**config.mk**
```make
export PLATFORM = sky130hd
export DESIGN_NAME = lsu_arbiter
export DESIGN_NICKNAME = d
export VERILOG_FILES = /design/src/rtl/lsu_arbiter.sv
export SDC_FILE = /design/constraint.sdc
export NUM_CORES = 1
export LEC_CHECK = 0
export ABC_CLOCK_PERIOD_IN_PS = 2400
export CORE_UTILIZATION = 41
export CTS_CLUSTER_DIAMETER = 120
export DETAILED_ROUTE_END_ITERATION = 10
export GPL_TIMING_DRIVEN = 0
export HOLD_SLACK_MARGIN = 0.03
export PLACE_DENSITY = 0.81
export SLEW_MARGIN = 5
export SYNTH_ARGS = -nofsm -noshare
export SYNTH_HDL_FRONTEND = slang
export SYNTH_SLANG_ARGS = --single-unit
```
**constraint.sdc**
```tcl
create_clock -name i_clk -period 2.4 [get_ports i_clk]
set_input_delay 0.36 -clock i_clk [delete_from_list [all_inputs] [get_ports i_clk]]
set_output_delay 0.36 -clock i_clk [all_outputs]
set_load 0.05 [all_outputs]
```
**src/rtl/lsu_arbiter.sv**
```systemverilog
// Two-port arbiter in front of a single data-memory/LSU port. Port 0 has fixed
// priority; a starvation counter forces port 1 through, and a timeout returns an error.
module lsu_arbiter #(
    parameter int unsigned ADDR_W     = 32,
    parameter int unsigned DATA_W     = 32,
    parameter int unsigned MAX_STARVE = 4,
    parameter int unsigned TIMEOUT    = 15
) (
    input  logic                i_clk,
    input  logic                i_rst_n,

    input  logic                i_p0_req,
    input  logic                i_p0_wren,
    input  logic [ADDR_W-1:0]   i_p0_addr,
    input  logic [DATA_W-1:0]   i_p0_wdata,
    input  logic [DATA_W/8-1:0] i_p0_strb,
    output logic                o_p0_gnt,
    output logic                o_p0_rvld,
    output logic [DATA_W-1:0]   o_p0_rdata,
    output logic                o_p0_err,

    input  logic                i_p1_req,
    input  logic                i_p1_wren,
    input  logic [ADDR_W-1:0]   i_p1_addr,
    input  logic [DATA_W-1:0]   i_p1_wdata,
    input  logic [DATA_W/8-1:0] i_p1_strb,
    output logic                o_p1_gnt,
    output logic                o_p1_rvld,
    output logic [DATA_W-1:0]   o_p1_rdata,
    output logic                o_p1_err,

    output logic                o_mem_req,
    output logic                o_mem_wren,
    output logic [ADDR_W-1:0]   o_mem_addr,
    output logic [DATA_W-1:0]   o_mem_wdata,
    output logic [DATA_W/8-1:0] o_mem_strb,
    input  logic                i_mem_rvld,
    input  logic [DATA_W-1:0]   i_mem_rdata,

    output logic                o_busy
);

    localparam int unsigned STRB_W     = DATA_W / 8;
    localparam logic [3:0]  STARVE_MAX = 4'(MAX_STARVE);
    localparam logic [7:0]  TMO_LIMIT  = 8'(TIMEOUT);

    typedef enum logic [1:0] {
        ST_IDLE,
        ST_CMD,
        ST_WAIT
    } state_t;

    state_t              state;
    state_t              state_nxt;

    logic [3:0]          starve_cnt;
    logic [7:0]          tmo_cnt;
    logic                owner;
    logic                cap_wren;
    logic [ADDR_W-1:0]   cap_addr;
    logic [DATA_W-1:0]   cap_wdata;
    logic [STRB_W-1:0]   cap_strb;

    logic                p0_win;
    logic                p1_win;
    logic                grant;
    logic                tmo_hit;
    logic                rsp_fire;

    // Port 1 wins when alone, or when port 0 has used up its contended-grant budget.
    always_comb begin
        p1_win   = i_p1_req && (!i_p0_req || (starve_cnt == STARVE_MAX));
        p0_win   = i_p0_req && !p1_win;
        grant    = (state == ST_IDLE) && (p0_win || p1_win);
        tmo_hit  = (tmo_cnt + 8'd1) == TMO_LIMIT;
        rsp_fire = (state == ST_WAIT) && (i_mem_rvld || tmo_hit);
    end

    always_ff @(posedge i_clk or negedge i_rst_n) begin
        if (!i_rst_n) begin
            state <= ST_IDLE;
        end else begin
            state <= state_nxt;
        end
    end

    // The memory acknowledge is only sampled in WAIT, so an ack during CMD is ignored.
    always_comb begin
        state_nxt = state;
        unique case (state)
            ST_IDLE: if (i_p0_req || i_p1_req) state_nxt = ST_CMD;
            ST_CMD:  state_nxt = ST_WAIT;
            ST_WAIT: if (rsp_fire) state_nxt = ST_IDLE;
            default: state_nxt = ST_IDLE;
        endcase
    end

    // Grants are gated by reset so every output reads 0 while reset is held.
    always_comb begin
        o_p0_gnt   = i_rst_n && (state == ST_IDLE) && p0_win;
        o_p1_gnt   = i_rst_n && (state == ST_IDLE) && p1_win;
        o_mem_req  = (state == ST_CMD);
        o_mem_wren = (state == ST_CMD) && cap_wren;
        o_mem_strb = (state == ST_CMD) ? cap_strb : '0;
        o_mem_addr = cap_addr;
        o_mem_wdata = cap_wdata;
        o_busy     = (state != ST_IDLE);
    end

    always_ff @(posedge i_clk or negedge i_rst_n) begin
        if (!i_rst_n) begin
            owner     <= 1'b0;
            cap_wren  <= 1'b0;
            cap_addr  <= '0;
            cap_wdata <= '0;
            cap_strb  <= '0;
        end else if (grant) begin
            owner     <= p1_win;
            cap_wren  <= p1_win ? i_p1_wren  : i_p0_wren;
            cap_addr  <= p1_win ? i_p1_addr  : i_p0_addr;
            cap_wdata <= p1_win ? i_p1_wdata : i_p0_wdata;
            cap_strb  <= p1_win ? i_p1_strb  : i_p0_strb;
        end
    end

    always_ff @(posedge i_clk or negedge i_rst_n) begin
        if (!i_rst_n) begin
            starve_cnt <= '0;
        end else if (grant) begin
            if (p1_win) begin
                starve_cnt <= '0;
            end else if (i_p1_req && (starve_cnt != STARVE_MAX)) begin
                starve_cnt <= starve_cnt + 4'd1;
            end
        end
    end

    always_ff @(posedge i_clk or negedge i_rst_n) begin
        if (!i_rst_n) begin
            tmo_cnt <= '0;
        end else if (state == ST_CMD) begin
            tmo_cnt <= '0;
        end else if ((state == ST_WAIT) && !rsp_fire) begin
            tmo_cnt <= tmo_cnt + 8'd1;
        end
    end

    // An ack on the timeout edge wins over the error.
    always_ff @(posedge i_clk or negedge i_rst_n) begin
        if (!i_rst_n) begin
            o_p0_rvld  <= 1'b0;
            o_p0_err   <= 1'b0;
            o_p0_rdata <= '0;
            o_p1_rvld  <= 1'b0;
            o_p1_err   <= 1'b0;
            o_p1_rdata <= '0;
        end else begin
            o_p0_rvld <= 1'b0;
            o_p0_err  <= 1'b0;
            o_p1_rvld <= 1'b0;
            o_p1_err  <= 1'b0;
            if (rsp_fire) begin
                if (owner) begin
                    o_p1_rvld  <= 1'b1;
                    o_p1_err   <= !i_mem_rvld;
                    o_p1_rdata <= i_mem_rvld ? i_mem_rdata : '0;
                end else begin
                    o_p0_rvld  <= 1'b1;
                    o_p0_err   <= !i_mem_rvld;
                    o_p0_rdata <= i_mem_rvld ? i_mem_rdata : '0;
                end
            end
        end
    end

endmodule
```
==> results.ini, run 1 <==
[timing]
slew_headroom_pct=59.5
max_freq_ghz=0.442
final.min_clock_period_ns=2.26
slew_viol_final=0
worst_pin_slew_ns=0.605
skew_ns=0.00696
report.final.hold_viol_count=0
fin_tns_setup_ns=0
rsz0062_at_grt=no
finalSetupViolCount=0
fin_crit_sh_pct=94.4
hold-worst-slack_ns=0.463

[drt]
dr.pass1.iters=4
viasPerCell=5.12
wl_mm=19.4
drt_iter0_markers=296
drc=0
routed-via-count=5798
ant_nets=0
wire_per_inst_um=17.1

[logic_synthesis]
syn-num-nets=750
yosysMostFrequentCell=dfrtp_1
ys.flop_type=dfrtp_1
yosys.area.top_type=dfrtp_1
ys_top_cells_by_area=dfrtp_1 58%, mux2i_1 11%, a22o_1 8.7%, o21ai_1 5.4%, nand2_1 5.1%
synth_edf_count=0
ys_ff_latch=152
ys_types=45
synth.yosys.seq_area_share_pct=58.3
yosysTopAreaCellShare_pct=58.3
syn_inst=571
yosys-top-cells-count=152 x dfrtp_1, 89 x nand2_1, 71 x o21ai_1
yosysWarnings=0
async_flop_share_pct=100
avgSynthCellArea_um2=11.4
netlist_area_mm2=0.00652

[final_layout]
area_growth_syn_to_layout_pct=62.7
final_core_util_pct=69.0
drive_gt1_share_pct=8.03
diodes=0
nets=1087

[critical_path]
slowest_stage=dfrtp_1
crit_required_ns=2.04
critPathMaxFanout=9
cp_top_family=simple AND/OR/NAND/NOR gates
cp_data_arrival_time_ns=1.90
timing_worst_setup_path_type=flop to output port
reg2reg_slack_ns=0.29
max_stage_delay_ns=0.35
worst-r2r-cell-count=7
rr_startpoint=tmo_cnt[1]$_DFFE_PN0P_
crit_buf_inv=2
critPathMostFrequentCell=buf_2
cp_cell_sequence=buf_2 > nor2_2 > and2_1 > and3_1 > buf_2
startpoint_type=flop
r2r_end=o_p0_rdata[15]$_DFFE_PN0P_
endpoint_kind=output port

[min_path]
hp-class=input pin to async pin

[power_and_ir_drop]
clkPwrFrac_pct=16.7
p_switching_mw=7.51
seqPwrFrac_pct=27.7
p_int_mw=8.16
switching_share_pct=47.9
p_comb_share_pct=55.6
ir_drop_mv=0.884
cellLeakagePower_nw=4.56
p_per_area_mw_per_mm2=1480

[clock_tree]
clock_latency_ns=0.42
path_clk_slew_ns=0.06
max-clock-path-buffers=2
root_buffer=clkbuf_16
numCtsBuffers=17
h-tree-depth=4
clkSinkCount=152
tritoncts=yes

[global_route]
overflow=0
grt_first_pass_wirelength_mm=30.2
grtUsageTotal_pct=24.2
antenna_found_initial=0
grt_pass1_vias=5763
grt_max_degree=83

[floorplan]
dieHeight_um=128
dieWidth_um=128
core_area_mm2=0.0154
dieArea_mm2=0.0164
initial_core_util_pct=42.4
row_count=45
io_pins=316

[outcome]
status=complete, no violations

[place]
place_congestion=0.814
dp_hpwl_mm=14.7
io_buffers=315

[run]
maxCapViolations=0

worst max-delay path by stage:
stage / depth (start not counted) / slack [ns] / start / endpoint
6_report: 5 / 0.14 / state[0]$_DFFE_PN0P_ / o_p1_gnt
5_1_grt: 8 / 0.01 / starve_cnt[0]$_DFFE_PN0P_ / o_p0_gnt
4_1_cts: 9 / 0.01 / starve_cnt[0]$_DFFE_PN0P_ / o_p0_gnt
3_5_place_dp: 7 / -0.58 / i_p0_req / o_p0_gnt
3_3_place_gp: 3 / -5.31 / i_rst_n / o_p1_gnt
2_1_floorplan: 8 / 0.12 / starve_cnt[0]$_DFFE_PN0P_ / o_p0_gnt
power groups by stage:
stage / Clock (mW) / Combinational [mW] / Sequential, mW
finish: 2.62 / 8.71 / 4.34
global route: 2.77 / 9.13 / 4.47
CTS: 2.66 / 8.76 / 4.34
detailed placement: 0 / 8.73 / 4.36
global placement: 0 / 8.63 / 4.33
floorplan: 0 / 2.02 / 7.82
per-stage QoR:
| step | cell area (um2) | worst slack [ns] | power [mW] | instances |
|---|---|---|---|---|
| final | 10600 | 0.135 | 15.7 | 1132 |
| after global routing | 10600 | 0.0143 | 16.4 | 1132 |
| after CTS | 10600 | 0.0107 | 15.8 | 1133 |
| after detailed placement | 9970 | -0.584 | 13.1 | 1098 |
| after global placement | 9940 | -5.31 | 13.0 | 1097 |
| after floorplan | 6520 | 0.124 | 9.83 | 571 |
sequential cells by signal, indices dropped and copies added (netlist names):
name and count:
o_mem_addr 32, o_mem_wdata 32, o_p0_rdata 32, o_p1_rdata 32, tmo_cnt 8, cap_strb 4
starve_cnt 4, state 2, cap_wren 1, o_p0_err 1, o_p0_rvld 1, o_p1_err 1
o_p1_rvld 1, owner 1
routing by layer:
layer,track usage (%),part of all wire [%]
met3,6.43,6.7
met2,42.8,52
met5,0,0
met1,27.9,39
met4,9.62,2.2
timing repair:
| item | in CTS | in global routing |
|---|---|---|
| setup buffers | 2 | 0 |
| setup endpoints to repair | 9 | 7 |
| hold buffers | 1 | 0 |
| pin swaps | 1 | 0 |
| endpoints found under the hold margin | 70 | 0 |
| resized for setup | 37 | 5 |
worst reg2reg max path, cell delays in order (launching register included):
cell      delay [ns]
dfrtp_1         0.44
ha_1            0.26
xor2_1          0.17
nand4b_1        0.23
o21bai_4        0.30
nand2_2         0.14
buf_2           0.22
a22o_1          0.26
placed cells by master (no fill, tap or decap), types with 9 or more instances in the layout:
| master | netlist | layout |
|---|---|---|
| clkbuf_16 | 0 | 17 |
| clkbuf_1 | 20 | 20 |
| buf_2 | 10 | 10 |
| nand3_1 | 9 | 9 |
| o21ai_1 | 71 | 70 |
| a22o_1 | 65 | 65 |
| dfrtp_1 | 152 | 152 |
| nand2_1 | 89 | 89 |
| mux2i_1 | 69 | 69 |
| clkdlybuf4s50_1 | 0 | 305 |
area by class of cell:
type                       count  area, um2
sequential                   152       3800
clock buffer                  20        467
timing repair buffer         319       3220
tap                          211        264
buffer                        40        218
fill                        1170       4760
clock inverter                12        115
inverter                       9       33.8
multi-input combinational    369       2490
cells by family (layout without fill, tap and decap cells):
logic type,after synthesis,count (layout),synth area share (%)
AOI/OAI and AO/OA,159,159,16.9
DFF,152,152,58.3
and+or+nand+nor,134,134,9.15
muxes,70,70,10.8
buffers and inverters,50,400,3.82
adders and majority gates,4,4,0.767
xor gates and xnor gates,2,2,0.269
(Power assumes the default switching activity.)
==> run 2, diff against run 1 <==
Settings changed: SLEW_MARGIN 5 to 20.
==> results of run 2 <==
The final DEF is identical to that of run 1; final timing and power are the same.
==> run 3, diff against run 2 <==
Settings changed: ABC_CLOCK_PERIOD_IN_PS 2400 to unset, REMOVE_ABC_BUFFERS set to 1.
==> results.ini, run 3 (same netlist as run 1, synthesis figures left out) <==
[place]
place_congestion=0.825
dp_hpwl_mm=14.5
io_buffers=315
postPlaceCellArea_mm2=0.00993

[clock_tree]
h-tree-depth=4
path_clk_slew_ns=0.06
tritoncts=yes
clkSinkCount=152
root_buffer=clkbuf_16
clock_latency_ns=0.42
numCtsBuffers=17
max-clock-path-buffers=2

[outcome]
status=complete, no violations

[global_route]
overflow=0
grt_first_pass_wirelength_mm=30.7
grtUsageTotal_pct=25.0
grt_max_degree=95
antenna_found_initial=0
grt_pass1_vias=5580

[critical_path]
worst-r2r-cell-count=6
endpoint_kind=output port
reg2reg_slack_ns=0.17
cp_data_arrival_time_ns=1.95
timing_worst_setup_path_type=flop to output port
crit_required_ns=2.04
startpoint_type=flop
cp_cell_sequence=nor2_4 > inv_1 > clkdlybuf4s50_1
critPathMaxFanout=18
r2r_end=o_p0_rdata[13]$_DFFE_PN0P_
slowest_stage=clkdlybuf4s50_1
rr_startpoint=tmo_cnt[0]$_DFFE_PN0P_
max_stage_delay_ns=0.69

[floorplan]
initial_core_util_pct=42.4
core_area_mm2=0.0154
dieWidth_um=128
io_pins=316
row_count=45
dieHeight_um=128
dieArea_mm2=0.0164

[drt]
dr.pass1.iters=4
ant_nets=0
routed-via-count=5599
viasPerCell=5.08
drc=0
wl_mm=20.5
wire_per_inst_um=18.6
drt_iter0_markers=270

[power_and_ir_drop]
cellLeakagePower_nw=4.54
ir_drop_mv=0.694
p_per_area_mw_per_mm2=1500
finalPower_mw=16.0

[min_path]
min_to=cap_strb[1]$_DFFE_PN0P_
hp-start=cap_strb[1]$_DFFE_PN0P_
hp-class=flop to flop
min_path_cells=2

[timing]
slew_viol_final=0
max_freq_ghz=0.433
finalSetupViolCount=0
report.final.hold_viol_count=0
rsz0062_at_grt=no
slew_headroom_pct=51.9
worst_pin_slew_ns=0.722
skew_ns=0.00768
fin_crit_sh_pct=96.3
final.min_clock_period_ns=2.31

[final_layout]
final_common_cell=clkdlybuf4s50_1
stdcell_area_mm2=0.0107
final_cell_mix=306 x clkdlybuf4s50_1, 150 x dfrtp_1, 89 x nand2_1
diodes=0
area_growth_syn_to_layout_pct=63.4
drive_gt1_share_pct=7.97
nets=1057

[run]
maxCapViolations=0

-- run 3: cell types whose count changed in the layout (fill, tap and decap cells not counted), sizes merged --
cell and change:
clkdlybuf4s15 -1, dlygate4sd2 -1, clkdlybuf4s50 +1, clkinv -2, clkinvlp +2, inv +1
nand3 +1, clkbuf -21, bufinv +2, and2 +2, buf -14
-- run 3: area by class of cell --
cell class / count / area, um2
Fill cell: 1178 / 4710
Sequential cell: 152 / 3810
Timing Repair Buffer: 326 / 3390
Multi-Input combinational cell: 372 / 2550
Clock buffer: 17 / 425
Tap cell: 211 / 264
Clock inverter: 15 / 191
Inverter: 9 / 33.8
-- run 3: critical path, delay by kind of cell (launching register included) --
family                 cells  cell delay, ns
buffers and inverters      2            0.74
AND/OR/NAND/NOR            1            0.21
flip-flops                 1            0.58
-- run 3: routing by layer --
| metal | global-route usage (%) | wire, um | vias up |
|---|---|---|---|
| met1 | 30.2 | 8070 | 2663 |
| li1 | - | - | 2663 |
| met4 | 10.7 | 569 | 0 |
| met3 | 5.84 | 1330 | 35 |
| met2 | 42.8 | 10500 | 238 |
| met5 | 0 | 0 | - |
-- run 3: how the worst max path moves through the flow --
stage | start | cells after the start | to | slack, ns
floorplan | i_p0_req | 2 | cap_strb[0]$_DFFE_PN0P_ | -2.95
global placement | i_rst_n | 3 | o_p1_gnt | -5.35
detailed placement | i_p0_req | 5 | o_p0_gnt | -0.59
CTS | starve_cnt[0]$_DFFE_PN0P_ | 7 | o_p0_gnt | -0.03
global route | tmo_cnt[0]$_DFFE_PN0P_ | 6 | o_p0_rdata[13]$_DFFE_PN0P_ | 0.02
finish | state[0]$_DFFE_PN0P_ | 3 | o_busy | 0.09
-- run 3: power breakdown --
part,total [mW],internal [mW],switching [mW]
Combinational,8.78,3.10,5.68
Clock,2.77,1.66,1.11
Sequential,4.43,3.70,0.728
-- run 3: repair_timing --
item,CTS,global route
pin swaps,1,2
hold endpoints to repair,58,0
hold buffers,2,0
cloned,2,1
endpoints found under the setup margin,42,41
resized for setup,28,10
buffers inserted,1,1
-- run 3: through the flow --
stage	worst slack (ns)	hold WS (ns)	cells	TNS, ns	util [%]
after detailed placement	-0.590	0.321	1063	-7.86	64.6
after global routing	0.0213	0.511	1102	0	69.4
final	0.0890	0.475	1102	0	69.4
after floorplan	-2.95	0.0644	530	-211.56	-
after global placement	-5.35	0.460	1056	-1176.68	63.3
after CTS	-0.0307	0.482	1100	-0.0307	69.2
